<file path="config.mk">
export PLATFORM = sky130hd
export DESIGN_NAME = processor_stage1
export DESIGN_NICKNAME = d
export VERILOG_FILES = /design/src/rtl/processor_pkg.sv /design/src/rtl/perf_counter.sv /design/src/rtl/processor_stage1.sv
export SDC_FILE = /design/constraint.sdc
export NUM_CORES = 1
export LEC_CHECK = 0
export CAP_MARGIN = 20
export CORE_MARGIN = 2
export CORE_UTILIZATION = 54
export CTS_CLUSTER_SIZE = 30
export DETAILED_ROUTE_END_ITERATION = 10
export DONT_BUFFER_PORTS = 1
export PLACE_DENSITY = 0.69
export SETUP_SLACK_MARGIN = 0.4
export SLEW_MARGIN = 10
export SYNTH_ARGS = -nofsm -noshare
export SYNTH_HDL_FRONTEND = slang
export SYNTH_SLANG_ARGS = --single-unit
</file>
<file path="constraint.sdc">
create_clock -name clock -period 6.3 [get_ports clock]
set_input_delay 1.26 -clock clock [delete_from_list [all_inputs] [get_ports clock]]
set_output_delay 1.26 -clock clock [all_outputs]
set_load 0.03 [all_outputs]
</file>
<file path="src/rtl/processor_pkg.sv">
// Shared definitions for the 18-bit pipelined processor: widths, reset vector,
// address type and opcode constants.
package processor_pkg;

    localparam int unsigned ADDR_W     = 18;
    localparam int unsigned WORD_W     = 18;
    localparam int unsigned OPCODE_W   = 5;
    localparam int unsigned PERF_W     = 32;

    typedef logic [ADDR_W-1:0] ip_t;

    localparam ip_t RESET_IP_DEFAULT = '0;

    // Opcode field lives in the top bits of a code word
    localparam logic [OPCODE_W-1:0] OP_NOP   = 5'h00;
    localparam logic [OPCODE_W-1:0] OP_LOAD  = 5'h01;
    localparam logic [OPCODE_W-1:0] OP_STORE = 5'h02;
    localparam logic [OPCODE_W-1:0] OP_ADD   = 5'h03;
    localparam logic [OPCODE_W-1:0] OP_SUB   = 5'h04;
    localparam logic [OPCODE_W-1:0] OP_AND   = 5'h05;
    localparam logic [OPCODE_W-1:0] OP_OR    = 5'h06;
    localparam logic [OPCODE_W-1:0] OP_XOR   = 5'h07;
    localparam logic [OPCODE_W-1:0] OP_JUMP  = 5'h08;
    localparam logic [OPCODE_W-1:0] OP_CALL  = 5'h09;
    localparam logic [OPCODE_W-1:0] OP_RET   = 5'h0A;

endpackage

</file>
<file path="src/rtl/perf_counter.sv">
// Free-running wrap-around event counter with synchronous clear and increment enable.
module perf_counter
    import processor_pkg::*;
#(
    parameter int unsigned WIDTH = PERF_W
) (
    input  logic             clock,
    input  logic             clear_i,
    input  logic             inc_i,
    output logic [WIDTH-1:0] count_o
);

    logic [WIDTH-1:0] count_q;
    logic [WIDTH-1:0] count_d;

    always_comb begin
        count_d = count_q;
        if (clear_i) begin
            count_d = '0;
        end else if (inc_i) begin
            count_d = count_q + WIDTH'(1);
        end
    end

    always_ff @(posedge clock) begin
        count_q <= count_d;
    end

    assign count_o = count_q;

endmodule

</file>
<file path="src/rtl/processor_stage1.sv">
// Instruction fetch stage: drives code memory, aligns returned words with their IP,
// handles redirect bubbles and stalls. Optional counters: PROCESSOR_PERF_COUNTERS_EN.
module processor_stage1
    import processor_pkg::*;
#(
    parameter int unsigned           ADDR_SIZE = ADDR_W,
    parameter int unsigned           WORD_SIZE = WORD_W,
    parameter logic [ADDR_SIZE-1:0]  RESET_IP  = ADDR_SIZE'(RESET_IP_DEFAULT)
) (
    input  logic                 clock,
    input  logic                 reset,
    output logic [ADDR_SIZE-1:0] code_addr,
    input  logic [WORD_SIZE-1:0] code_data,
    input  logic                 waiting_global,
    input  logic                 call_performed,
    input  logic [ADDR_SIZE-1:0] ip_to_call,
    output logic                 no_operation,
    output logic [ADDR_SIZE-1:0] ip,
    output logic [ADDR_SIZE-1:0] ip_plus_one,
    output logic [WORD_SIZE-1:0] code_word
`ifdef PROCESSOR_PERF_COUNTERS_EN
    ,
    output logic [31:0]          perf_instr_count,
    output logic [31:0]          perf_bubble_count
`endif
);

    logic [ADDR_SIZE-1:0] pc_fetch_q,  pc_fetch_d;
    logic [ADDR_SIZE-1:0] ip_q,        ip_d;
    logic                 nop_q,       nop_d;
    logic [WORD_SIZE-1:0] hold_word_q, hold_word_d;
    logic                 held_q,      held_d;

    // Next state: stall > redirect > sequential advance (reset handled in the register)
    always_comb begin
        pc_fetch_d  = pc_fetch_q;
        ip_d        = ip_q;
        nop_d       = nop_q;
        hold_word_d = hold_word_q;
        held_d      = 1'b0;
        if (waiting_global) begin
            // Capture the word once; memory output moves on while the address is frozen
            held_d = 1'b1;
            if (!held_q) begin
                hold_word_d = code_data;
            end
        end else if (call_performed) begin
            // Word in flight belongs to the old path, so the next slot is a bubble
            pc_fetch_d = ip_to_call;
            ip_d       = pc_fetch_q;
            nop_d      = 1'b1;
        end else begin
            pc_fetch_d = pc_fetch_q + ADDR_SIZE'(1);
            ip_d       = pc_fetch_q;
            nop_d      = 1'b0;
        end
    end

    always_ff @(posedge clock) begin
        if (reset) begin
            pc_fetch_q <= RESET_IP;
            ip_q       <= RESET_IP;
            nop_q      <= 1'b1;
            held_q     <= 1'b0;
        end else begin
            pc_fetch_q  <= pc_fetch_d;
            ip_q        <= ip_d;
            nop_q       <= nop_d;
            hold_word_q <= hold_word_d;
            held_q      <= held_d;
        end
    end

    assign code_addr    = pc_fetch_q;
    assign code_word    = held_q ? hold_word_q : code_data;
    assign ip           = ip_q;
    assign ip_plus_one  = ip_q + ADDR_SIZE'(1);
    assign no_operation = nop_q;

`ifdef PROCESSOR_PERF_COUNTERS_EN
    logic instr_inc;
    logic bubble_inc;

    // Only slots actually handed to stage 2 are counted; stalled cycles are not
    assign instr_inc  = !waiting_global && !nop_q;
    assign bubble_inc = !waiting_global &&  nop_q;

    perf_counter #(.WIDTH(32)) u_instr_counter (
        .clock   (clock),
        .clear_i (reset),
        .inc_i   (instr_inc),
        .count_o (perf_instr_count)
    );

    perf_counter #(.WIDTH(32)) u_bubble_counter (
        .clock   (clock),
        .clear_i (reset),
        .inc_i   (bubble_inc),
        .count_o (perf_bubble_count)
    );
`endif

endmodule

</file>
# ---- Yosys cells after proc, flatten, opt, wreduce, memory -nomap -nowiden
# Cells that the tools add are included.
# Widths: inputs -> output; s select.
dict set report word_totals {
  latchBits 0
  rom_bits 0
  ff_bits 56
  mem_count 0
  mem_bits_rw 0
}
dict set report classes {
  n_bitwise 1
  n_mux 4
  n_addsub 2
  n_lt_le_gt_ge 0
  n_shift 0
  div 0
  n_reduce_logical 1
  eq_ne 0
  multipliers 0
}
# cell n
set ops {}
lappend ops {{$add 18x1->18 const B} 2}
lappend ops {{$mux 18} 2}
lappend ops {{$mux 1} 2}
lappend ops {{$reduce_and 2->1} 1}
lappend ops {{$not 1->1} 1}

# ---- Depth between registers and ports, before layout
# Gate-level depths: netlist of the first run.
dict set report logic_depth {
  depth_word 2
  mapped_depth 6
}

# ---- Least setup slack after synthesis of the first run
# OpenSTA, ideal clock, no wires.
dict set report synth_timing {
  path_kind {reg-to-output}
  start {register ip_q[2] (netlist: ip[2])}
  end {output port ip_plus_one[13]}
  slack_ns 3.208
  stages_incl_launch_ff 5
  path_buffers 0
  arrival_ns 1.832
  path_cell_list {dfxtp_1 and4_1 and4_1 nand4_1 xnor2_1}
}
dict set report synth_via {
  elab_chain_cells 1
}
# element line
set synth_lines {}
lappend synth_lines {{from (decl)} processor_stage1.sv:29} ;# logic [ADDR_SIZE-1:0] ip_q, ip_d;
lappend synth_lines {{from (signal assigned)} processor_stage1.sv:67} ;# ip_q <= ip_d;
lappend synth_lines {{$add 18x1->18} processor_stage1.sv:77} ;# assign ip_plus_one = ip_q + ADDR_SIZE'(1);
lappend synth_lines {{to (decl)} processor_stage1.sv:19} ;# output logic [ADDR_SIZE-1:0] ip_plus_one,
# Every way passes these cells.

# ---- Worst setup path after layout of the first run
# Ends and elaborated chain as after synthesis.

==> results_dict.tcl, run 1 <==
set metrics [dict create \
    min_path_cells 2 \
    hold_end "ip[5]" \
    grt_overflow 0 \
    yosysTopAreaCell "dfxtp_1" \
    synth_cells 296 \
    fin_ws_ns 2.696 \
    regToRegStartpoint "code_addr[0]" \
    post_synth_fa_ha_maj_area_fraction_pct 0.8699 \
    grt_pass1_wl_um 10470 \
    end_kind "output port" \
    dieHeight_um 76.99 \
    crit_type "reg -> out" \
    clockRootBuffer "clkbuf_8" \
    finalSetupViolations 0 \
    ys_warn_count 0 \
    async_flop_share_pct 0 \
    critPathBufInv 0 \
    synth_xor_area_share_pct 4.872 \
    cts_hold_buf 0 \
    area_growth_pct 3.654 \
    drtAntennaViolNets 0 \
    cts_buffers 5 \
    max-clock-path-buffers 2 \
    fin_setup_tns_ns 0 \
    cap_violations 0 \
    yosys-top-cells-count "dfxtp_1 (38), nor2_1 (34), mux2i_1 (22)" \
    synth_top_family_by_area "simple AND/OR/NAND/NOR gates" \
    cts_resized 0 \
    tightest_slew_ns 0.7613 \
    crit_chain "and4_1, and4_1, nand4_1, xnor2_1" \
    netlist_area_mm2 0.002877 \
    ys_ff_latch 56 \
    hp-class "reg -> reg" \
    cp_data_arrival_time_ns 2.34 \
    antenna_found_initial 0 \
    finalHoldViolations 0 \
    viasPerCell 6.132 \
    ys_seq_area_share_pct 45.24 \
    critPathRequiredTime_ns 5.04 \
    yosys-top-cells-area "dfxtp_1 (26%), edfxtp_1 (19%), mux2i_1 (7.7%)" \
    cpMostUsedCell "and4_1" \
    whs_ns 0.7091 \
    row_count 26 \
    status "finished clean" \
    p_per_area_mw_per_mm2 236.1 \
    clock-sinks 56 \
    skew_ns 0.01348 \
    netlist.area_leader.share_pct 26.45 \
    final_util_pct 58.01 \
    cp_top_family "simple AND/OR/NAND/NOR gates" \
    grt_max_degree 38 \
    synth-simple-area-share_pct 18.83 \
    die_area_mm2 0.005927 \
    synth-compound-area-share_pct 11.74 \
    slowest_delay_ns 0.62 \
    critPathMaxFanout 7 \
    avgSynthCellArea_um2 9.718 \
    clock_latency_ns 0.30 \
    crit_slowest_cell "dfxtp_1" \
    wl_per_cell_um 18.55 \
    diodes 0 \
    fin_crit_ns 3.604 \
    rsz0062_at_grt "false" \
    yosysMostFrequentCell "dfxtp_1" \
    num_vias 2189 \
    first_global_vias 2009 \
    fmax_ghz 0.2775 \
    path_clk_slew_ns 0.10 \
    coreArea_mm2 0.005140 \
    gp_congestion 0.8417 \
    peakVddDrop_uv 145.9 \
    fin_nets 328 \
    dieWidth_um 76.99 \
    critical_path.startpoint_type "flop" \
    synth_ff_type "dfxtp_1" \
    layout-drive-gt1-share_pct 10.45 \
    regToRegEndpoint "code_addr[14]" \
    postCtsSetupBuffers 0 \
    reg2reg_slack_ns 3.93 \
    synthesis.nets 338 \
    drc 0 \
    port_buffers 0 \
    place_ws_ns 3.011 \
    power_mw 0.7040 \
    drtIter0Drc 107 \
    grt_usage_pct 21.80 \
    leakage_nw 1.032 \
    first_pass_iters 4 \
    ios 113 \
    maxSlewHeadroom_pct 49.14 \
    min_from "ip[5]" \
    start_util_pct 55.96 \
    ys_types 44 \
    cts_max_level 2 \
    fin_crit_sh_pct 57.21 \
    nFillCells 476 \
    place_hpwl_um 4706 \
    r2r_cells 5 \
    synth-edff-count 18 \
    final_max_slew_viol_count 0 \
    drt-total-wl_um 6623 \
    synthMuxAreaShare_pct 15.09 \
    cts_tree "built" \
]
[cell type report]
class | instances | area [um2] | share of cell area (%)
Clock buffer | 7 | 76.32 | 2.560
Clock inverter | 1 | 3.754 | 0.1259
Inverter | 7 | 26.28 | 0.8812
Multi-Input combinational cell | 215 | 1479 | 49.60
Sequential cell | 56 | 1301 | 43.64
Tap cell | 70 | 87.58 | 2.937
Timing Repair Buffer | 1 | 7.507 | 0.2518
[worst register-to-register path, stage by stage, from the launching register on]
cell and delay, ns:
dfxtp_1 0.65, ha_1 0.33, nand4_2 0.27, or4_1 0.61
or3_1 0.32, a31oi_1 0.13
[cell families (layout without fill, tap and decap cells)]
kind of cell,count (synthesis),after routing
flip-flops,56,56
buffers and inverters,25,16
adder cells (fa/ha/maj),2,2
AO/OA/AOI/OAI,52,52
multiplexers,41,41
XOR/XNOR,16,16
AND/OR/NAND/NOR,104,104
[report_power, final]
part	internal (mW)	switching, mW
clock	0.0777	0.106
sequential	0.391	0.0479
combinational	0.0298	0.0512
total	0.499	0.205
[placed cells by master, fill, tap and decap left out, types with 2 or more instances in the layout]
cell type and instances:
dfxtp_1 38, nor2_1 34, mux2i_1 22, nand2_1 21, mux2_2 19, edfxtp_1 18
xnor2_1 13, a21oi_1 12, o21ai_0 12, nand3_1 10, nand4_1 7, inv_1 7
a22oi_1 7, a31oi_1 7, and4_1 5, clkbuf_8 5, and3_1 3, nor3_1 3
xor2_1 3, nor2b_1 3, a211oi_1 3, and2_1 2, nand3_2 2, nor4_1 2
or4_1 2, or3_1 2, o211ai_1 2, or4b_1 2, o41ai_1 2, a32o_1 2
ha_1 2, clkbuf_1 2
[worst max-delay path by stage]
stage / startpoint / endpoint / cells after the start
CTS: ip[2] / ip_plus_one[13] / 4
global route: ip[2] / ip_plus_one[17] / 4
detailed placement: ip[2] / ip_plus_one[13] / 4
global placement: ip[2] / ip_plus_one[9] / 4
floorplan: ip[2] / ip_plus_one[13] / 4
finish: ip[2] / ip_plus_one[13] / 4
[metal layers]
metal	wire length (um)	GRT usage, %	vias to the layer above	share of wire (%)
met2	3142	36.23	94	47
li1	-	-	1074	-
met4	43	4.286	0	0.65
met3	562	6.706	6	8.5
met5	0	0	-	0
met1	2874	28.28	1015	43
[registers in the layout (all words and copies together), names as in the netlist]
name,count
hold_word_q,18
held_q,1
ip,18
no_operation,1
code_addr,18
[through the flow]
| step | instances | instance area (um2) |
|---|---|---|
| after floorplan | 296 | 2877 |
| after global placement | 349 | 2902 |
| after detailed placement | 349 | 2902 |
| after CTS | 357 | 2982 |
| after global routing | 357 | 2982 |
| final | 357 | 2982 |
Note: power is estimated with default switching activity, not from simulation.
==> run 2: changes to the inputs <==
PLACE_DENSITY = 0.72   (was 0.69)
clock period = 3.3 ns   (was 6.3 ns; I/O delays follow)
==> run 2 against run 1 <==
Effect of this change: wire length increased by 1.5%; clock power is 100% higher; count of clock-buffer cells in the layout fell by 2; utilization up 2.5 points; sequential share of layout area down 1.7 points; sequential power grew 88%; sequential cell count unchanged; critical path type unchanged; critical path depth is the same; cell count grew 3.9%.
==> results_dict.tcl, run 2 (same netlist as run 1, synthesis figures left out) <==
set metrics [dict create \
    fin_crit_ns 2.762 \
    min_from "reset" \
    finalSetupViolations 0 \
    maxSlewHeadroom_pct 49.00 \
    crit_type "reg -> out" \
    grt_usage_pct 22.30 \
    end_kind "output port" \
    diodes 0 \
    drc 0 \
    peakVddDrop_uv 267.4 \
    cp_data_arrival_time_ns 2.10 \
    drt-total-wl_um 6722 \
    coreArea_mm2 0.005140 \
    num_vias 2279 \
    regToRegStartpoint "code_addr[0]" \
    fin_setup_tns_ns 0 \
    first_global_vias 2102 \
    max-clock-path-buffers 2 \
    critPathRequiredTime_ns 2.64 \
    drtAntennaViolNets 0 \
    grt_pass1_wl_um 10650 \
    gp_congestion 0.8683 \
    critPathMaxFanout 6 \
    nFillCells 476 \
    dpl_cell_area_mm2 0.003007 \
    dieWidth_um 76.99 \
    cts_tree "built" \
    clock_latency_ns 0.31 \
    dieHeight_um 76.99 \
    port_buffers 0 \
    area_growth_pct 8.177 \
    stdcell_area_mm2 0.003112 \
    status "finished clean" \
    grt_overflow 0 \
    cts_max_level 2 \
    row_count 26 \
    placed_cells 363 \
    layout-drive-gt1-share_pct 17.28 \
    fin_crit_sh_pct 83.70 \
    first_pass_iters 4 \
    worst_setup_path_startpoint "ip[8]" \
    viasPerCell 6.143 \
    layout_common_cells "nor2_1 (34), dfxtp_1 (34), mux2i_1 (22)" \
    clockRootBuffer "clkbuf_8" \
    p_per_area_mw_per_mm2 442.0 \
    drtIter0Drc 130 \
    cts_hold_buf 0 \
    cap_violations 0 \
    grt_max_degree 38 \
    skew_ns 0.009686 \
    hp-class "in -> reg" \
    critical_path.startpoint_type "flop" \
    finalHoldViolations 0 \
    wl_per_cell_um 18.12 \
    final_max_slew_viol_count 0 \
    clock-sinks 56 \
    start_util_pct 55.96 \
    final-instance-count-excl-fill 371 \
    leakage_nw 1.110 \
    fmax_ghz 0.3621 \
    fin_nets 342 \
    ios 113 \
    path_clk_slew_ns 0.10 \
    tightest_slew_ns 0.7596 \
    antenna_found_initial 0 \
    rsz0062_at_grt "false" \
    die_area_mm2 0.005927 \
    cts_buffers 5 \
    place_hpwl_um 4875 \
]
## run 2: worst max-delay path, cell delays in order, from the launching register on
cell and delay [ns]:
dfxtp_1 0.63, and4_1 0.35, nand2_1 0.10, nor3_1 0.34
xor2_2 0.37
## run 2: path summary, 6_finish.rpt
kind         cells after the start         endpoint  slack, ns
max                              4  ip_plus_one[14]       0.54
min                              1            ip[7]       0.40
max reg2reg                      5    code_addr[14]       0.95
min reg2reg                      2            ip[7]       0.61
## run 2: stage by stage
step                total power [mW]  utilization (%)  hold WS, ns  worst slack [ns]
finish                         1.375            60.54       0.4025            0.5380
global route                   1.431            60.54       0.3832            0.4139
detailed placement             1.020            58.50       0.6755            0.7418
global placement               1.015            58.50       0.6628            0.7664
CTS                            1.391            60.44       0.3943            0.4702
floorplan                     0.9965                -       0.6515            0.8082
## run 2: cell type report
cell class / instances / area, um2 / area share, %
Inverter: 7 / 26.28 / 0.8444
Timing Repair Buffer: 15 / 112.6 / 3.619
Sequential cell: 56 / 1306 / 41.98
Clock inverter: 3 / 23.77 / 0.7640
Multi-Input combinational cell: 215 / 1486 / 47.77
Clock buffer: 5 / 68.82 / 2.212
Tap cell: 70 / 87.58 / 2.815
## run 2: repair_timing
action                                 in CTS  in global routing
resized for setup                           1                  4
endpoints found under the hold margin       0                  0
buffers inserted                            0                  0
setup endpoints to repair                   1                  3
## run 2: where the power goes
part	switching, mW	total [mW]	internal [mW]
clock	0.221	0.371	0.151
sequential	0.0803	0.827	0.747
combinational	0.112	0.177	0.0646
total	0.413	1.38	0.962
## run 2: layer usage
layer  wire [um]  up-vias  share of wire, %  GRT usage [%]
met3         618        8               9.2          6.941
li1            -     1100                 -              -
met1        2868     1068                43          28.41
met4          76        0               1.1          5.536
met2        3159      103                47          37.02
met5           0        -                 0              0
